==> config.mk <==
export PLATFORM = sky130hd
export DESIGN_NAME = pipeline_hazard_ctrl_flat
export DESIGN_NICKNAME = d
export VERILOG_FILES = /design/src/rtl/pipeline_hazard_ctrl_pkg.sv /design/src/rtl/pipeline_hazard_ctrl_if.sv /design/src/rtl/pipeline_hazard_ctrl_muldiv_sequencer.sv /design/src/rtl/pipeline_hazard_ctrl.sv /design/src/flat_wrapper.sv
export SDC_FILE = /design/constraint.sdc
export NUM_CORES = 1
export LEC_CHECK = 0
export ABC_CLOCK_PERIOD_IN_PS = 3750
export CAP_MARGIN = 40
export CORE_MARGIN = 5
export CORE_UTILIZATION = 51
export CTS_CLUSTER_SIZE = 10
export DETAILED_ROUTE_END_ITERATION = 8
export PLACE_DENSITY = 0.87
export SLEW_MARGIN = 20
export SYNTH_ARGS = -nofsm -noshare
export SYNTH_HDL_FRONTEND = slang
export SYNTH_SLANG_ARGS = --single-unit
==> constraint.sdc <==
create_clock -name clk -period 3.75 [get_ports clk]
set_input_delay 0.375 -clock clk [delete_from_list [all_inputs] [get_ports clk]]
set_output_delay 0.375 -clock clk [all_outputs]
set_load 0.01 [all_outputs]
==> src/rtl/pipeline_hazard_ctrl_pkg.sv <==
// rtl/pipeline_hazard_ctrl_pkg.sv - opcode, pcmux and hazard-controller shared types
package rv32i_types;
    typedef enum logic [6:0] {
        op_lui   = 7'b0110111,
        op_auipc = 7'b0010111,
        op_jal   = 7'b1101111,
        op_jalr  = 7'b1100111,
        op_br    = 7'b1100011,
        op_load  = 7'b0000011,
        op_store = 7'b0100011,
        op_imm   = 7'b0010011,
        op_reg   = 7'b0110011,
        op_csr   = 7'b1110011
    } rv32i_opcode;
endpackage

package pcmux;
    typedef enum logic [1:0] {
        pc_plus4 = 2'b00,
        alu_out  = 2'b01,
        alu_mod2 = 2'b10
    } pcmux_sel_t;
endpackage

package hazard_types;
    typedef enum logic [1:0] {
        IDLE = 2'b00,
        BUSY = 2'b01,
        DONE = 2'b10
    } muldiv_state_t;

    typedef struct packed {
        logic pc_en;
        logic ifid_en;
        logic idex_en;
        logic exmem_en;
        logic memwb_en;
        logic ifid_flush;
        logic idex_flush;
        logic exmem_flush;
    } hazard_ctrl_t;

    localparam int HZ_CNT_W = 32;

    localparam hazard_ctrl_t CTRL_RUN = '{pc_en: 1'b1, ifid_en: 1'b1, idex_en: 1'b1,
                                          exmem_en: 1'b1, memwb_en: 1'b1, default: 1'b0};

    // A producer only matters if it really writes a non-zero register that ID reads.
    function automatic logic src_match(input logic regwrite, input logic [4:0] rd,
                                       input logic [4:0] rs1, input logic use_rs1,
                                       input logic [4:0] rs2, input logic use_rs2);
        return regwrite && (rd != 5'd0) &&
               ((use_rs1 && (rd == rs1)) || (use_rs2 && (rd == rs2)));
    endfunction
endpackage

==> src/rtl/pipeline_hazard_ctrl_if.sv <==
// rtl/pipeline_hazard_ctrl_if.sv - pipeline status in, stall/flush/redirect controls out
interface pipeline_hazard_ctrl_if #(parameter int CNT_W = hazard_types::HZ_CNT_W);
    logic                     imem_read;
    logic                     imem_resp;
    logic                     dmem_read;
    logic                     dmem_write;
    logic                     dmem_resp;
    logic [4:0]               id_rs1;
    logic [4:0]               id_rs2;
    logic                     id_use_rs1;
    logic                     id_use_rs2;
    logic                     ex_valid;
    rv32i_types::rv32i_opcode ex_opcode;
    logic                     ex_br_en;
    logic                     ex_is_load;
    logic [4:0]               ex_rd;
    logic [4:0]               mem_rd;
    logic [4:0]               wb_rd;
    logic                     ex_regwrite;
    logic                     mem_regwrite;
    logic                     wb_regwrite;
    logic                     ex_muldiv;

    logic                     pc_en;
    pcmux::pcmux_sel_t        pcmux_sel;
    logic                     ifid_en;
    logic                     idex_en;
    logic                     exmem_en;
    logic                     memwb_en;
    logic                     ifid_flush;
    logic                     idex_flush;
    logic                     exmem_flush;
    logic                     muldiv_busy;
    logic [CNT_W-1:0]         stall_cycles;
    logic [CNT_W-1:0]         flush_events;

    modport master (
        output imem_read, imem_resp, dmem_read, dmem_write, dmem_resp,
               id_rs1, id_rs2, id_use_rs1, id_use_rs2,
               ex_valid, ex_opcode, ex_br_en, ex_is_load,
               ex_rd, mem_rd, wb_rd, ex_regwrite, mem_regwrite, wb_regwrite, ex_muldiv,
        input  pc_en, pcmux_sel, ifid_en, idex_en, exmem_en, memwb_en,
               ifid_flush, idex_flush, exmem_flush, muldiv_busy, stall_cycles, flush_events
    );

    modport slave (
        input  imem_read, imem_resp, dmem_read, dmem_write, dmem_resp,
               id_rs1, id_rs2, id_use_rs1, id_use_rs2,
               ex_valid, ex_opcode, ex_br_en, ex_is_load,
               ex_rd, mem_rd, wb_rd, ex_regwrite, mem_regwrite, wb_regwrite, ex_muldiv,
        output pc_en, pcmux_sel, ifid_en, idex_en, exmem_en, memwb_en,
               ifid_flush, idex_flush, exmem_flush, muldiv_busy, stall_cycles, flush_events
    );
endinterface

==> src/rtl/pipeline_hazard_ctrl_muldiv_sequencer.sv <==
// rtl/pipeline_hazard_ctrl_muldiv_sequencer.sv - multi-cycle mul/div occupancy FSM
module muldiv_sequencer
    import hazard_types::*;
#(
    parameter int MULDIV_LAT = 4
) (
    input  logic clk,
    input  logic rst,
    input  logic start,
    input  logic mem_stall,
    output logic busy,
    output logic hold
);
    localparam int CW = (MULDIV_LAT > 2) ? $clog2(MULDIV_LAT) : 1;

    muldiv_state_t state, state_nxt;
    logic [CW-1:0] cnt, cnt_nxt;

    always_ff @(posedge clk) begin
        if (rst) begin
            state <= IDLE;
            cnt   <= '0;
        end else begin
            state <= state_nxt;
            cnt   <= cnt_nxt;
        end
    end

    // The entry cycle already counts as one execution cycle, hence LAT-1 BUSY cycles.
    always_comb begin
        state_nxt = state;
        cnt_nxt   = cnt;
        busy      = 1'b0;
        hold      = 1'b0;
        unique case (state)
            IDLE: begin
                hold = start;
                if (start && !mem_stall) begin
                    state_nxt = BUSY;
                    cnt_nxt   = CW'(MULDIV_LAT - 1);
                end
            end
            BUSY: begin
                busy    = 1'b1;
                hold    = 1'b1;
                cnt_nxt = cnt - CW'(1);
                if (cnt == CW'(1)) state_nxt = DONE;
            end
            DONE: begin
                busy = 1'b1;
                if (!mem_stall) state_nxt = IDLE;
            end
            default: state_nxt = IDLE;
        endcase
    end
endmodule

==> src/rtl/pipeline_hazard_ctrl.sv <==
// rtl/pipeline_hazard_ctrl.sv - stall/flush/redirect controller for the 5-stage rv32i pipeline
module pipeline_hazard_ctrl
    import rv32i_types::*;
    import pcmux::*;
    import hazard_types::*;
#(
    parameter bit FWD_EN     = 1'b1,
    parameter bit RF_BYPASS  = 1'b1,
    parameter int MULDIV_LAT = 4,
    parameter int CNT_W      = HZ_CNT_W
) (
    input logic                   clk,
    input logic                   rst,
    pipeline_hazard_ctrl_if.slave hz
);
    logic         mem_stall;
    logic         taken;
    logic         redirect;
    logic         ex_hit;
    logic         mem_hit;
    logic         wb_hit;
    logic         hazard;
    logic         md_busy;
    logic         md_hold;
    logic         flush_take;
    pcmux_sel_t   redirect_sel;
    pcmux_sel_t   pcmux_next;
    hazard_ctrl_t ctrl;
    logic [CNT_W-1:0] stall_q;
    logic [CNT_W-1:0] flush_q;

    assign mem_stall = (hz.imem_read & ~hz.imem_resp) |
                       ((hz.dmem_read | hz.dmem_write) & ~hz.dmem_resp);

    always_comb begin
        taken        = 1'b0;
        redirect_sel = pc_plus4;
        case (hz.ex_opcode)
            op_br:   begin taken = hz.ex_br_en; redirect_sel = alu_out;  end
            op_jal:  begin taken = 1'b1;        redirect_sel = alu_out;  end
            op_jalr: begin taken = 1'b1;        redirect_sel = alu_mod2; end
            default: ;
        endcase
    end

    assign redirect = hz.ex_valid & taken;

    assign ex_hit  = src_match(hz.ex_regwrite, hz.ex_rd, hz.id_rs1, hz.id_use_rs1,
                               hz.id_rs2, hz.id_use_rs2);
    assign mem_hit = src_match(hz.mem_regwrite, hz.mem_rd, hz.id_rs1, hz.id_use_rs1,
                               hz.id_rs2, hz.id_use_rs2);
    assign wb_hit  = src_match(hz.wb_regwrite, hz.wb_rd, hz.id_rs1, hz.id_use_rs1,
                               hz.id_rs2, hz.id_use_rs2);

    // With forwarding only a load in EX cannot supply its result in time.
    assign hazard = FWD_EN ? (ex_hit & hz.ex_is_load)
                           : (ex_hit | mem_hit | (wb_hit & !RF_BYPASS));

    muldiv_sequencer #(.MULDIV_LAT(MULDIV_LAT)) u_muldiv (
        .clk       (clk),
        .rst       (rst),
        .start     (hz.ex_valid & hz.ex_muldiv),
        .mem_stall (mem_stall),
        .busy      (md_busy),
        .hold      (md_hold)
    );

    always_comb begin
        ctrl       = '0;
        pcmux_next = pc_plus4;
        flush_take = 1'b0;
        if (rst) begin
            ctrl.ifid_flush  = 1'b1;
            ctrl.idex_flush  = 1'b1;
            ctrl.exmem_flush = 1'b1;
        end else if (mem_stall) begin
            ctrl = '0;
        end else if (md_hold) begin
            // EX keeps the mul/div; a bubble drains into MEM behind it.
            ctrl.exmem_en    = 1'b1;
            ctrl.exmem_flush = 1'b1;
            ctrl.memwb_en    = 1'b1;
        end else if (redirect) begin
            ctrl            = CTRL_RUN;
            ctrl.ifid_flush = 1'b1;
            ctrl.idex_flush = 1'b1;
            pcmux_next      = redirect_sel;
            flush_take      = 1'b1;
        end else if (hazard) begin
            ctrl            = CTRL_RUN;
            ctrl.pc_en      = 1'b0;
            ctrl.ifid_en    = 1'b0;
            ctrl.idex_flush = 1'b1;
        end else begin
            ctrl = CTRL_RUN;
        end
    end

    always_ff @(posedge clk) begin
        if (rst) begin
            stall_q <= '0;
            flush_q <= '0;
        end else begin
            if (!ctrl.pc_en && (stall_q != '1)) stall_q <= stall_q + CNT_W'(1);
            if (flush_take && (flush_q != '1))  flush_q <= flush_q + CNT_W'(1);
        end
    end

    assign hz.pc_en        = ctrl.pc_en;
    assign hz.pcmux_sel    = pcmux_next;
    assign hz.ifid_en      = ctrl.ifid_en;
    assign hz.idex_en      = ctrl.idex_en;
    assign hz.exmem_en     = ctrl.exmem_en;
    assign hz.memwb_en     = ctrl.memwb_en;
    assign hz.ifid_flush   = ctrl.ifid_flush;
    assign hz.idex_flush   = ctrl.idex_flush;
    assign hz.exmem_flush  = ctrl.exmem_flush;
    assign hz.muldiv_busy  = md_busy & ~rst;
    assign hz.stall_cycles = stall_q;
    assign hz.flush_events = flush_q;
endmodule

==> src/flat_wrapper.sv <==
// flat-port wrapper written by rule: the top's interface ports become plain ports
module pipeline_hazard_ctrl_flat import rv32i_types::*; import pcmux::*; import hazard_types::*;
#(
    parameter bit FWD_EN     = 1'b1,
    parameter bit RF_BYPASS  = 1'b1,
    parameter int MULDIV_LAT = 4,
    parameter int CNT_W      = HZ_CNT_W
)
  (clk, rst, hz_imem_read, hz_imem_resp, hz_dmem_read, hz_dmem_write, hz_dmem_resp, hz_id_rs1, hz_id_rs2, hz_id_use_rs1, hz_id_use_rs2, hz_ex_valid, hz_ex_opcode, hz_ex_br_en, hz_ex_is_load, hz_ex_rd, hz_mem_rd, hz_wb_rd, hz_ex_regwrite, hz_mem_regwrite, hz_wb_regwrite, hz_ex_muldiv, hz_pc_en, hz_pcmux_sel, hz_ifid_en, hz_idex_en, hz_exmem_en, hz_memwb_en, hz_ifid_flush, hz_idex_flush, hz_exmem_flush, hz_muldiv_busy, hz_stall_cycles, hz_flush_events);
  pipeline_hazard_ctrl_if #(.CNT_W(CNT_W)) hz_i ();
  input logic clk;
  input logic rst;
  input wire logic [$bits(hz_i.imem_read)-1:0] hz_imem_read;
  input wire logic [$bits(hz_i.imem_resp)-1:0] hz_imem_resp;
  input wire logic [$bits(hz_i.dmem_read)-1:0] hz_dmem_read;
  input wire logic [$bits(hz_i.dmem_write)-1:0] hz_dmem_write;
  input wire logic [$bits(hz_i.dmem_resp)-1:0] hz_dmem_resp;
  input wire logic [$bits(hz_i.id_rs1)-1:0] hz_id_rs1;
  input wire logic [$bits(hz_i.id_rs2)-1:0] hz_id_rs2;
  input wire logic [$bits(hz_i.id_use_rs1)-1:0] hz_id_use_rs1;
  input wire logic [$bits(hz_i.id_use_rs2)-1:0] hz_id_use_rs2;
  input wire logic [$bits(hz_i.ex_valid)-1:0] hz_ex_valid;
  input wire logic [$bits(hz_i.ex_opcode)-1:0] hz_ex_opcode;
  input wire logic [$bits(hz_i.ex_br_en)-1:0] hz_ex_br_en;
  input wire logic [$bits(hz_i.ex_is_load)-1:0] hz_ex_is_load;
  input wire logic [$bits(hz_i.ex_rd)-1:0] hz_ex_rd;
  input wire logic [$bits(hz_i.mem_rd)-1:0] hz_mem_rd;
  input wire logic [$bits(hz_i.wb_rd)-1:0] hz_wb_rd;
  input wire logic [$bits(hz_i.ex_regwrite)-1:0] hz_ex_regwrite;
  input wire logic [$bits(hz_i.mem_regwrite)-1:0] hz_mem_regwrite;
  input wire logic [$bits(hz_i.wb_regwrite)-1:0] hz_wb_regwrite;
  input wire logic [$bits(hz_i.ex_muldiv)-1:0] hz_ex_muldiv;
  output wire logic [$bits(hz_i.pc_en)-1:0] hz_pc_en;
  output wire logic [$bits(hz_i.pcmux_sel)-1:0] hz_pcmux_sel;
  output wire logic [$bits(hz_i.ifid_en)-1:0] hz_ifid_en;
  output wire logic [$bits(hz_i.idex_en)-1:0] hz_idex_en;
  output wire logic [$bits(hz_i.exmem_en)-1:0] hz_exmem_en;
  output wire logic [$bits(hz_i.memwb_en)-1:0] hz_memwb_en;
  output wire logic [$bits(hz_i.ifid_flush)-1:0] hz_ifid_flush;
  output wire logic [$bits(hz_i.idex_flush)-1:0] hz_idex_flush;
  output wire logic [$bits(hz_i.exmem_flush)-1:0] hz_exmem_flush;
  output wire logic [$bits(hz_i.muldiv_busy)-1:0] hz_muldiv_busy;
  output wire logic [$bits(hz_i.stall_cycles)-1:0] hz_stall_cycles;
  output wire logic [$bits(hz_i.flush_events)-1:0] hz_flush_events;
  assign hz_i.imem_read = hz_imem_read;
  assign hz_i.imem_resp = hz_imem_resp;
  assign hz_i.dmem_read = hz_dmem_read;
  assign hz_i.dmem_write = hz_dmem_write;
  assign hz_i.dmem_resp = hz_dmem_resp;
  assign hz_i.id_rs1 = hz_id_rs1;
  assign hz_i.id_rs2 = hz_id_rs2;
  assign hz_i.id_use_rs1 = hz_id_use_rs1;
  assign hz_i.id_use_rs2 = hz_id_use_rs2;
  assign hz_i.ex_valid = hz_ex_valid;
  assign hz_i.ex_opcode = hz_ex_opcode;
  assign hz_i.ex_br_en = hz_ex_br_en;
  assign hz_i.ex_is_load = hz_ex_is_load;
  assign hz_i.ex_rd = hz_ex_rd;
  assign hz_i.mem_rd = hz_mem_rd;
  assign hz_i.wb_rd = hz_wb_rd;
  assign hz_i.ex_regwrite = hz_ex_regwrite;
  assign hz_i.mem_regwrite = hz_mem_regwrite;
  assign hz_i.wb_regwrite = hz_wb_regwrite;
  assign hz_i.ex_muldiv = hz_ex_muldiv;
  assign hz_pc_en = hz_i.pc_en;
  assign hz_pcmux_sel = hz_i.pcmux_sel;
  assign hz_ifid_en = hz_i.ifid_en;
  assign hz_idex_en = hz_i.idex_en;
  assign hz_exmem_en = hz_i.exmem_en;
  assign hz_memwb_en = hz_i.memwb_en;
  assign hz_ifid_flush = hz_i.ifid_flush;
  assign hz_idex_flush = hz_i.idex_flush;
  assign hz_exmem_flush = hz_i.exmem_flush;
  assign hz_muldiv_busy = hz_i.muldiv_busy;
  assign hz_stall_cycles = hz_i.stall_cycles;
  assign hz_flush_events = hz_i.flush_events;
  pipeline_hazard_ctrl #(.FWD_EN(FWD_EN), .RF_BYPASS(RF_BYPASS), .MULDIV_LAT(MULDIV_LAT), .CNT_W(CNT_W)) u_core (.clk(clk), .rst(rst), .hz(hz_i));
endmodule
==> flow_summary.yaml, run 1 <==
run_status:
  status: "finished clean"
clock_tree:
  cts_sinks: 68
  cts_tree: "done"
  clockBufferDepth: 2
  cts_resized: 0
  holdBufCountCts: 0
  path_clk_slew_ps: 80
  postCtsSetupRepairBufs: 0
  numCtsBuffers: 9
  insertion_delay_ps: 340
  root_buffer: "clkbuf_8"
  h-tree-depth: 3
global_route:
  grt_pass1_wl_mm: 18.1
  track_usage_pct: 22.6
  grt_max_degree: 41
  grt-ovfl-total: 0
  grt_pass1_vias: 3672
  antenna_found_initial: 0
synthesis:
  synth_cell_type_count: 65
  ys.flop_type: "dfxtp_1"
  ys_seq_elements: 68
  syn_nets: 524
  yosysSeqAreaShare_pct: 34.9
  async_flop_share_pct: 0
  netlist_instances: 470
  syn_area_per_cell_um2: 8.30
  synth_edf_count: 0
  syn_area_um2: 3900
  yosysWarningCount: 0
detailed_routing:
  wl_mm: 10.9
  wire_per_inst_um: 16.2
  antenna_left: 0
  dr.pass1.iters: 5
  viasPerCell: 5.90
  route.detailed.drc: 0
  vias: 3990
  first_iter_violations: 211
critical_path:
  worstPathRequired_ps: 3380
  path_max_fanout: 4
  crit_start: "hz_ex_rd[0]"
  critPathLaunchType: "input port"
  end_kind: "output pin"
  arrival_ps: 2730
  worst-setup-path-type: "input port to output pin"
  rr_startpoint: "u_core.hz.flush_events[18]$_SDFFE_PP0P_"
power:
  p_leak_uw: 0.00166
  swShare_pct: 28.8
  p_per_area_nw_per_um2: 323
  p_comb_share_pct: 18.7
  pwr-share-seq_pct: 45.4
  internal-power_uw: 1210
  clockPowerShare_pct: 35.9
  irDropWorstVdd_mv: 0.177
  switching_power_uw: 487
floorplan:
  rows: 31
  dieArea_um2: 9500
  coreArea_um2: 7330
  die_w_um: 97.4
  io_pins: 123
  die_h_um: 97.4
  start_util_pct: 53.2
sta:
  hold_viol: 0
  achievable-frequency_ghz: 0.322
  timing.final.crit_share_pct: 82.9
  rsz0062_at_grt: "no"
  worstMarginPinSlew_ps: 742
  setup_violations: 0
  max-slew-margin-rel_pct: 50.1
  tns_ps: 0
  period_needed_ps: 3110
  slew_violations: 0
  fin_worst_skew_ps: 9.28
finish:
  final_common_cell: "clkdlybuf4s50_1"
  antennaDiodeCount: 0
  layout-drive-gt1-share_pct: 9.01
  nets: 626
  area_growth_pct: 34.3
  utilization_pct: 71.5
  layout_common_cells: "clkdlybuf4s50_1 (109), dfxtp_1 (68), nor2_1 (48)"
run:
  cap_violations: 0
placed_design:
  place.gp.congestion: 0.915
  hpwl_mm: 7.93
  io_buffers: 110
hold_path:
  hp-class: "input port to register"
  min_from: "rst"
-- routing by layer --
| metal | GRT usage (%) | wire (µm) |
|---|---|---|
| met2 | 37.7 | 5380 |
| met3 | 3.95 | 605 |
| met5 | 0 | 0 |
| met1 | 29.8 | 4810 |
| met4 | 7.03 | 142 |
-- state kept, by name, summed over array words and instances (netlist names) --
register	cells
u_core.u_muldiv.cnt	2
u_core.hz.flush_events	32
u_core.u_muldiv.state	2
u_core.hz.stall_cycles	32
-- worst paths after layout --
kind / to / slack [ps] / cells past startpoint
max: hz_pc_en / 640 / 6
min: u_core.hz.flush_events[23]$_SDFFE_PP0P_ / 380 / 2
max reg2reg: u_core.hz.flush_events[10]$_SDFFE_PP0P_ / 1230 / 6
min reg2reg: u_core.hz.stall_cycles[16]$_SDFFE_PP0P_ / 510 / 2
-- power groups by stage --
stage	clock (µW)	combinational, µW	sequential, µW
floorplan	0	188	780
detailed placement	0	313	785
global route	655	346	771
global placement	0	301	781
CTS	621	318	768
finish	607	317	768
-- metrics by stage --
| stage | cell area [µm²] | power, µW | std cells | setup slack (ps) | hold WS [ps] |
|---|---|---|---|---|---|
| 4_1_cts | 5240 | 1710 | 676 | 617 | 362 |
| 3_5_place_dp | 5040 | 1100 | 660 | 632 | 491 |
| 3_3_place_gp | 5040 | 1080 | 660 | 714 | 470 |
| 2_1_floorplan | 3900 | 968 | 470 | 1190 | 454 |
| 6_report | 5240 | 1690 | 676 | 642 | 375 |
| 5_1_grt | 5240 | 1770 | 676 | 486 | 376 |
-- cells in the mapped netlist, drive strengths merged, types with 2 or more instances --
cell type  instances  share of area (%)
nor2              48                4.6
and3              12                2.1
or3                7                1.2
o21ai             12                1.5
dfxtp             68                 35
o22ai              2               0.32
a31o               2               0.45
o21a               3               0.58
clkbuf            12                1.2
a31oi              2               0.32
and2               4               0.64
xnor2             38                8.5
o31ai             16                3.1
a211oi             2               0.38
inv               14                1.3
or4               19                3.8
o41ai              4               0.90
mux2               4                1.2
a21oi             28                3.6
nor2b              7                1.3
nor3b              2               0.38
nand2b             2               0.32
nand4             17                3.1
nor4b              3               0.67
a311oi             2               0.45
ha                 6                1.9
nand3             25                3.5
or2                3               0.48
buf               13                2.3
nor4              11                2.3
nor3              21                2.7
and4              11                2.6
nand2             32                3.1
a21boi             3               0.58
-- critical path, stage by stage --
cell             delay, ps
clkdlybuf4s50_1        490
or4_1                  560
o211ai_1               300
nor2_1                 120
a21boi_4               270
clkdlybuf4s50_1        610
-- cell type report --
class	count	area [µm²]
clock buffers	9	124
clock inverters	7	76.3
fillers	561	2090
inverters	14	52.6
multi-input cells	362	2350
flip-flops and latches	68	1360
well taps	99	124
repair buffers	117	1150
-- kinds of logic after synthesis --
kind of cell / after synthesis / share of synthesized area, %
and+or+nand+nor: 229 / 34.0
xor gates and xnor gates: 39 / 8.76
muxes: 5 / 1.41
AOI/OAI and AO/OA: 83 / 13.9
buffers and inverters: 40 / 5.07
DFF: 68 / 34.9
adders and majority gates: 6 / 1.92
No activity file was read; power rests on OpenSTA's default activity.
==> run 2: changes to the inputs <==
--- a/config.mk
+++ b/config.mk
@@ -5,13 +5,13 @@
 export SDC_FILE = /design/constraint.sdc
 export NUM_CORES = 1
 export LEC_CHECK = 0
-export ABC_CLOCK_PERIOD_IN_PS = 3750
+export ABC_CLOCK_PERIOD_IN_PS = 2800
 export CAP_MARGIN = 40
 export CORE_MARGIN = 5
-export CORE_UTILIZATION = 51
+export CORE_UTILIZATION = 42
 export CTS_CLUSTER_SIZE = 10
 export DETAILED_ROUTE_END_ITERATION = 8
-export PLACE_DENSITY = 0.87
+export PLACE_DENSITY = 0.76
 export SLEW_MARGIN = 20
 export SYNTH_ARGS = -nofsm -noshare
 export SYNTH_HDL_FRONTEND = slang
==> constraint.sdc (replaced) <==
create_clock -name clk -period 2.8 [get_ports clk]
set_input_delay 0.28 -clock clk [delete_from_list [all_inputs] [get_ports clk]]
set_output_delay 0.28 -clock clk [all_outputs]
set_load 0.01 [all_outputs]
==> run 2 against run 1 <==
  * Routed wire length is 0.43% higher
  * First-iteration DRC count is 11% lower
  * Utilization is 12 points lower
  * Final cell count is 3.8% higher
  * Sequential share of layout area is 0.80 points lower
  * Combinational power is 38% higher
  * Cell area is 3.2% higher
  * Register-to-register slack worse by 880 ps
  * Critical path type is now register to output pin
  * Critical endpoint is now hz_pcmux_sel[0]
  * Largest cell class unchanged
  * Highest routed layer unchanged
==> flow_summary.yaml, run 2 (synthesized netlist as in run 1, its figures left out) <==
clock_tree:
  h-tree-depth: 3
  cts_sinks: 68
  path_clk_slew_ps: 70
  clockBufferDepth: 2
  root_buffer: "clkbuf_8"
  insertion_delay_ps: 350
  cts_tree: "done"
  numCtsBuffers: 9
  holdBufCountCts: 0
sta:
  rsz0062_at_grt: "no"
  setup_violations: 0
  period_needed_ps: 2650
  slew_violations: 0
  hold_viol: 0
  fin_ws_ps: 147
  achievable-frequency_ghz: 0.377
  fin_worst_skew_ps: 10.6
  worstMarginPinSlew_ps: 644
  timing.final.crit_share_pct: 94.8
  tns_ps: 0
  max-slew-margin-rel_pct: 57.1
critical_path:
  critPathLaunchType: "register"
  regToRegEndpoint: "u_core.hz.stall_cycles[18]$_SDFFE_PP0P_"
  worst-r2r-setup-slack_ps: 350
  cp_top_family: "buffers and inverters"
  path_buf_inv: 3
  crit_end: "hz_pcmux_sel[0]"
  end_kind: "output pin"
  rr_startpoint: "u_core.hz.stall_cycles[13]$_SDFFE_PP0P_"
  worst-setup-path-type: "register to output pin"
  crit_chain: "inv_1 -> ha_1 -> a31o_2 -> nor4_2 -> buf_4 -> nand2_1 -> nor2_1 -> clkdlybuf4s50_1"
  crit_start: "u_core.u_muldiv.state[1]$_SDFFE_PP0P_"
  rr_worst_depth: 6
  slowest_delay_ps: 550
  cp.depth: 8
  path_max_fanout: 7
  worstPathRequired_ps: 2520
  slowest_stage: "clkdlybuf4s50_1"
  arrival_ps: 2370
power:
  p_leak_uw: 0.00181
  p_per_area_nw_per_um2: 450
  irDropWorstVdd_mv: 0.249
  total_power_uw: 2430
finish:
  area_growth_pct: 38.6
  layout_common_cells: "clkdlybuf4s50_1 (105), dfxtp_1 (68), nor2_1 (48)"
  nFillCells: 816
  nets: 640
  layout-drive-gt1-share_pct: 11.0
  utilization_pct: 59.1
  antennaDiodeCount: 0
  final_common_cell: "clkdlybuf4s50_1"
  post-route-cell-area_um2: 5410
floorplan:
  start_util_pct: 42.6
  die_w_um: 106
  die_h_um: 106
  rows: 35
  coreArea_um2: 9150
  dieArea_um2: 11300
  io_pins: 123
placed_design:
  io_buffers: 110
  preCtsSetupSlack_ps: 10.9
  hpwl_mm: 8.02
  place.gp.congestion: 0.841
  place_area_um2: 5160
detailed_routing:
  wl_mm: 11.0
  dr.pass1.iters: 4
  viasPerCell: 5.63
  antenna_left: 0
  route.detailed.drc: 0
  wire_per_inst_um: 15.6
  first_iter_violations: 187
  vias: 3949
hold_path:
  hp-class: "input port to register"
  min_from: "rst"
global_route:
  grt_pass1_wl_mm: 18.3
  antenna_found_initial: 0
  grt_pass1_vias: 3749
  track_usage_pct: 19.6
  grt-ovfl-total: 0
  grt_max_degree: 42
run:
  cap_violations: 0
run_status:
  status: "finished clean"
-- run 2: cell types whose count changed in the layout (fill, tap and decap cells not counted), moves of 2 or more --
cell / before / now
clkinv_4: 2 / 0
buf_4: 7 / 21
clkdlybuf4s50_1: 109 / 105
clkbuf_1: 0 / 2
bufinv_16: 1 / 3
clkinvlp_4: 2 / 0
dlymetal6s2s_1: 0 / 4
-- run 2: worst reg2reg max path, delay by kind of cell (launching register included) --
family        cells  cell delay [ps]
simple gates      5             1620
mux               1              280
flops             1              440
-- run 2: worst min path at each step --
stage,endpoint,slack (ps),cells past startpoint
final,u_core.u_muldiv.cnt[1]$_SDFFE_PP0P_,280,2
after global routing,u_core.u_muldiv.cnt[1]$_SDFFE_PP0P_,290,2
after CTS,u_core.u_muldiv.cnt[1]$_SDFFE_PP0P_,250,2
after detailed placement,u_core.u_muldiv.cnt[1]$_SDFFE_PP0P_,490,2
after global placement,u_core.u_muldiv.cnt[0]$_SDFFE_PP0P_,470,1
after floorplan,u_core.u_muldiv.cnt[0]$_SDFFE_PP0P_,450,1
-- run 2: area by class of cell --
cell class / count / area (µm²) / share of cell area (%)
multi-input cells: 362 / 2360 / 43.6
clock buffers: 11 / 131 / 2.43
clock inverters: 5 / 100 / 1.85
well taps: 111 / 139 / 2.57
flip-flops and latches: 68 / 1360 / 25.2
repair buffers: 131 / 1260 / 23.4
inverters: 14 / 52.6 / 0.972
-- run 2: power breakdown --
| part | leakage (µW) | internal (µW) | switching (µW) |
|---|---|---|---|
| logic | 0.00114 | 220 | 219 |
| clock network | 0.000117 | 590 | 376 |
| registers | 0.000549 | 996 | 32.1 |
| total | 0.00181 | 1810 | 627 |
-- run 2: routing by layer --
layer	track usage [%]	share of wire, %	vias to the layer above
li1	-	-	1963
met1	24.6	44	1874
met2	33.1	49	100
met3	5.16	5.0	12
met4	5.37	1.5	0
met5	0	0	-
-- run 2: metrics by stage --
stage,instances,hold WS [ps]
2_1_floorplan,470,454
3_3_place_gp,686,466
3_5_place_dp,686,489
4_1_cts,702,255
5_1_grt,702,287
6_report,702,275
-- run 2: timing repair --
item / 4_1_cts / 5_1_grt
gates resized for setup: 0 / 5
setup endpoints to repair: 0 / 5
setup buffers: 0 / 0
==> run 3: changes to the inputs <==
--- a/config.mk
+++ b/config.mk
@@ -9,9 +9,11 @@
 export CAP_MARGIN = 40
 export CORE_MARGIN = 5
 export CORE_UTILIZATION = 42
+export CTS_CLUSTER_DIAMETER = 60
 export CTS_CLUSTER_SIZE = 10
 export DETAILED_ROUTE_END_ITERATION = 8
 export PLACE_DENSITY = 0.76
+export SETUP_SLACK_MARGIN = 0.02
 export SLEW_MARGIN = 20
 export SYNTH_ARGS = -nofsm -noshare
 export SYNTH_HDL_FRONTEND = slang
==> run 3 against run 2 <==
  * Global-route usage about the same
  * Critical path type unchanged
  * Clock skew about the same
  * Cell area unchanged
  * First-iteration DRC count shrank 0.53%
  * Die area unchanged
  * Largest cell class unchanged
==> flow_summary.yaml, run 3 (synthesized netlist as in run 1, its figures left out) <==
run_status:
  status: "finished clean"
global_route:
  grt-ovfl-total: 0
  antenna_found_initial: 0
  track_usage_pct: 19.6
  grt_max_degree: 42
  grt_pass1_wl_mm: 18.3
  grt_pass1_vias: 3745
sta:
  slew_violations: 0
  hold_viol: 0
  setup_violations: 0
  timing.final.crit_share_pct: 94.9
  timing.hold.ws_ps: 270
  worstMarginPinSlew_ps: 665
  period_needed_ps: 2660
  rsz0062_at_grt: "no"
  achievable-frequency_ghz: 0.376
  max-slew-margin-rel_pct: 55.7
  fin_ws_ps: 142
  tns_ps: 0
  fin_worst_skew_ps: 10.8
clock_tree:
  h-tree-depth: 3
  cts_tree: "done"
  clockBufferDepth: 2
  numCtsBuffers: 9
  cts_resized: 1
  path_clk_slew_ps: 70
  root_buffer: "clkbuf_8"
  cts_sinks: 68
  postCtsSetupRepairBufs: 0
  insertion_delay_ps: 350
  holdBufCountCts: 0
critical_path:
  end_kind: "output pin"
  crit_end: "hz_pcmux_sel[0]"
  path_max_fanout: 7
  crit_start: "u_core.u_muldiv.state[1]$_SDFFE_PP0P_"
  rr_worst_depth: 6
  worst-setup-path-type: "register to output pin"
  worst-r2r-setup-slack_ps: 370
  worstPathRequired_ps: 2520
  rr_startpoint: "u_core.hz.stall_cycles[13]$_SDFFE_PP0P_"
  critPathLaunchType: "register"
  regToRegEndpoint: "u_core.hz.stall_cycles[18]$_SDFFE_PP0P_"
  arrival_ps: 2380
finish:
  area_growth_pct: 38.6
  nets: 640
  stdcell_count: 702
  final_common_cell: "clkdlybuf4s50_1"
  antennaDiodeCount: 0
  layout_common_cells: "clkdlybuf4s50_1 (105), dfxtp_1 (68), nor2_1 (48)"
  utilization_pct: 59.1
  nFillCells: 816
  layout-drive-gt1-share_pct: 11.0
placed_design:
  io_buffers: 110
  preCtsSetupSlack_ps: 10.9
  dp_cells: 686
  place.gp.congestion: 0.841
  hpwl_mm: 8.02
power:
  irDropWorstVdd_mv: 0.253
  p_leak_uw: 0.00181
  p_per_area_nw_per_um2: 450
run:
  cap_violations: 0
detailed_routing:
  first_iter_violations: 186
  viasPerCell: 5.60
  wl_mm: 11.0
  vias: 3928
  route.detailed.drc: 0
  wire_per_inst_um: 15.7
  dr.pass1.iters: 4
  antenna_left: 0
floorplan:
  die_w_um: 106
  dieArea_um2: 11300
  start_util_pct: 42.6
  rows: 35
  coreArea_um2: 9150
  die_h_um: 106
  io_pins: 123
hold_path:
  hp-class: "input port to register"
[run 3: through the flow]
step | total power [µW] | area [µm²]
floorplan | 1300 | 3900
global placement | 1470 | 5160
detailed placement | 1490 | 5160
CTS | 2460 | 5400
global route | 2540 | 5410
finish | 2430 | 5410
[run 3: area by class of cell]
| type | count | area [µm²] | share of cell area, % |
|---|---|---|---|
| Inverter | 14 | 52.6 | 0.972 |
| Clock inverter | 5 | 100 | 1.85 |
| Multi-Input combinational cell | 362 | 2360 | 43.6 |
| Sequential cell | 68 | 1360 | 25.2 |
| Tap cell | 111 | 139 | 2.57 |
| Clock buffer | 11 | 131 | 2.43 |
| Timing Repair Buffer | 131 | 1260 | 23.4 |
[run 3: worst min-delay path by stage]
stage | from | endpoint | slack [ps] | depth (start not counted)
2_1_floorplan | u_core.u_muldiv.cnt[0]$_SDFFE_PP0P_ | u_core.u_muldiv.cnt[0]$_SDFFE_PP0P_ | 450 | 1
3_3_place_gp | u_core.u_muldiv.cnt[0]$_SDFFE_PP0P_ | u_core.u_muldiv.cnt[0]$_SDFFE_PP0P_ | 470 | 1
3_5_place_dp | u_core.u_muldiv.cnt[1]$_SDFFE_PP0P_ | u_core.u_muldiv.cnt[1]$_SDFFE_PP0P_ | 490 | 2
4_1_cts | rst | u_core.u_muldiv.cnt[1]$_SDFFE_PP0P_ | 250 | 2
5_1_grt | rst | u_core.u_muldiv.cnt[1]$_SDFFE_PP0P_ | 290 | 2
6_report | rst | u_core.u_muldiv.cnt[1]$_SDFFE_PP0P_ | 270 | 2
[run 3: power by group]
group,switching (µW),leakage [µW],internal (µW)
logic,218,0.00114,220
clock network,379,0.000117,590
registers,32.4,0.000549,996
total,629,0.00181,1810
[run 3: layer usage]
metal | GRT usage (%) | wire length (µm) | up-vias
met4 | 5.00 | 158 | 0
met3 | 5.16 | 580 | 11
met2 | 33.3 | 5430 | 100
met5 | 0 | 0 | -
met1 | 24.6 | 4830 | 1855
li1 | - | - | 1962
[run 3: worst max-delay path, stage by stage (launching register included)]
cell             delay, ps
dfxtp_1                370
inv_1                   80
ha_1                   240
a31o_2                 260
nor4_2                 130
buf_4                  190
nand2_1                 90
nor2_1                 110
clkdlybuf4s50_1        550
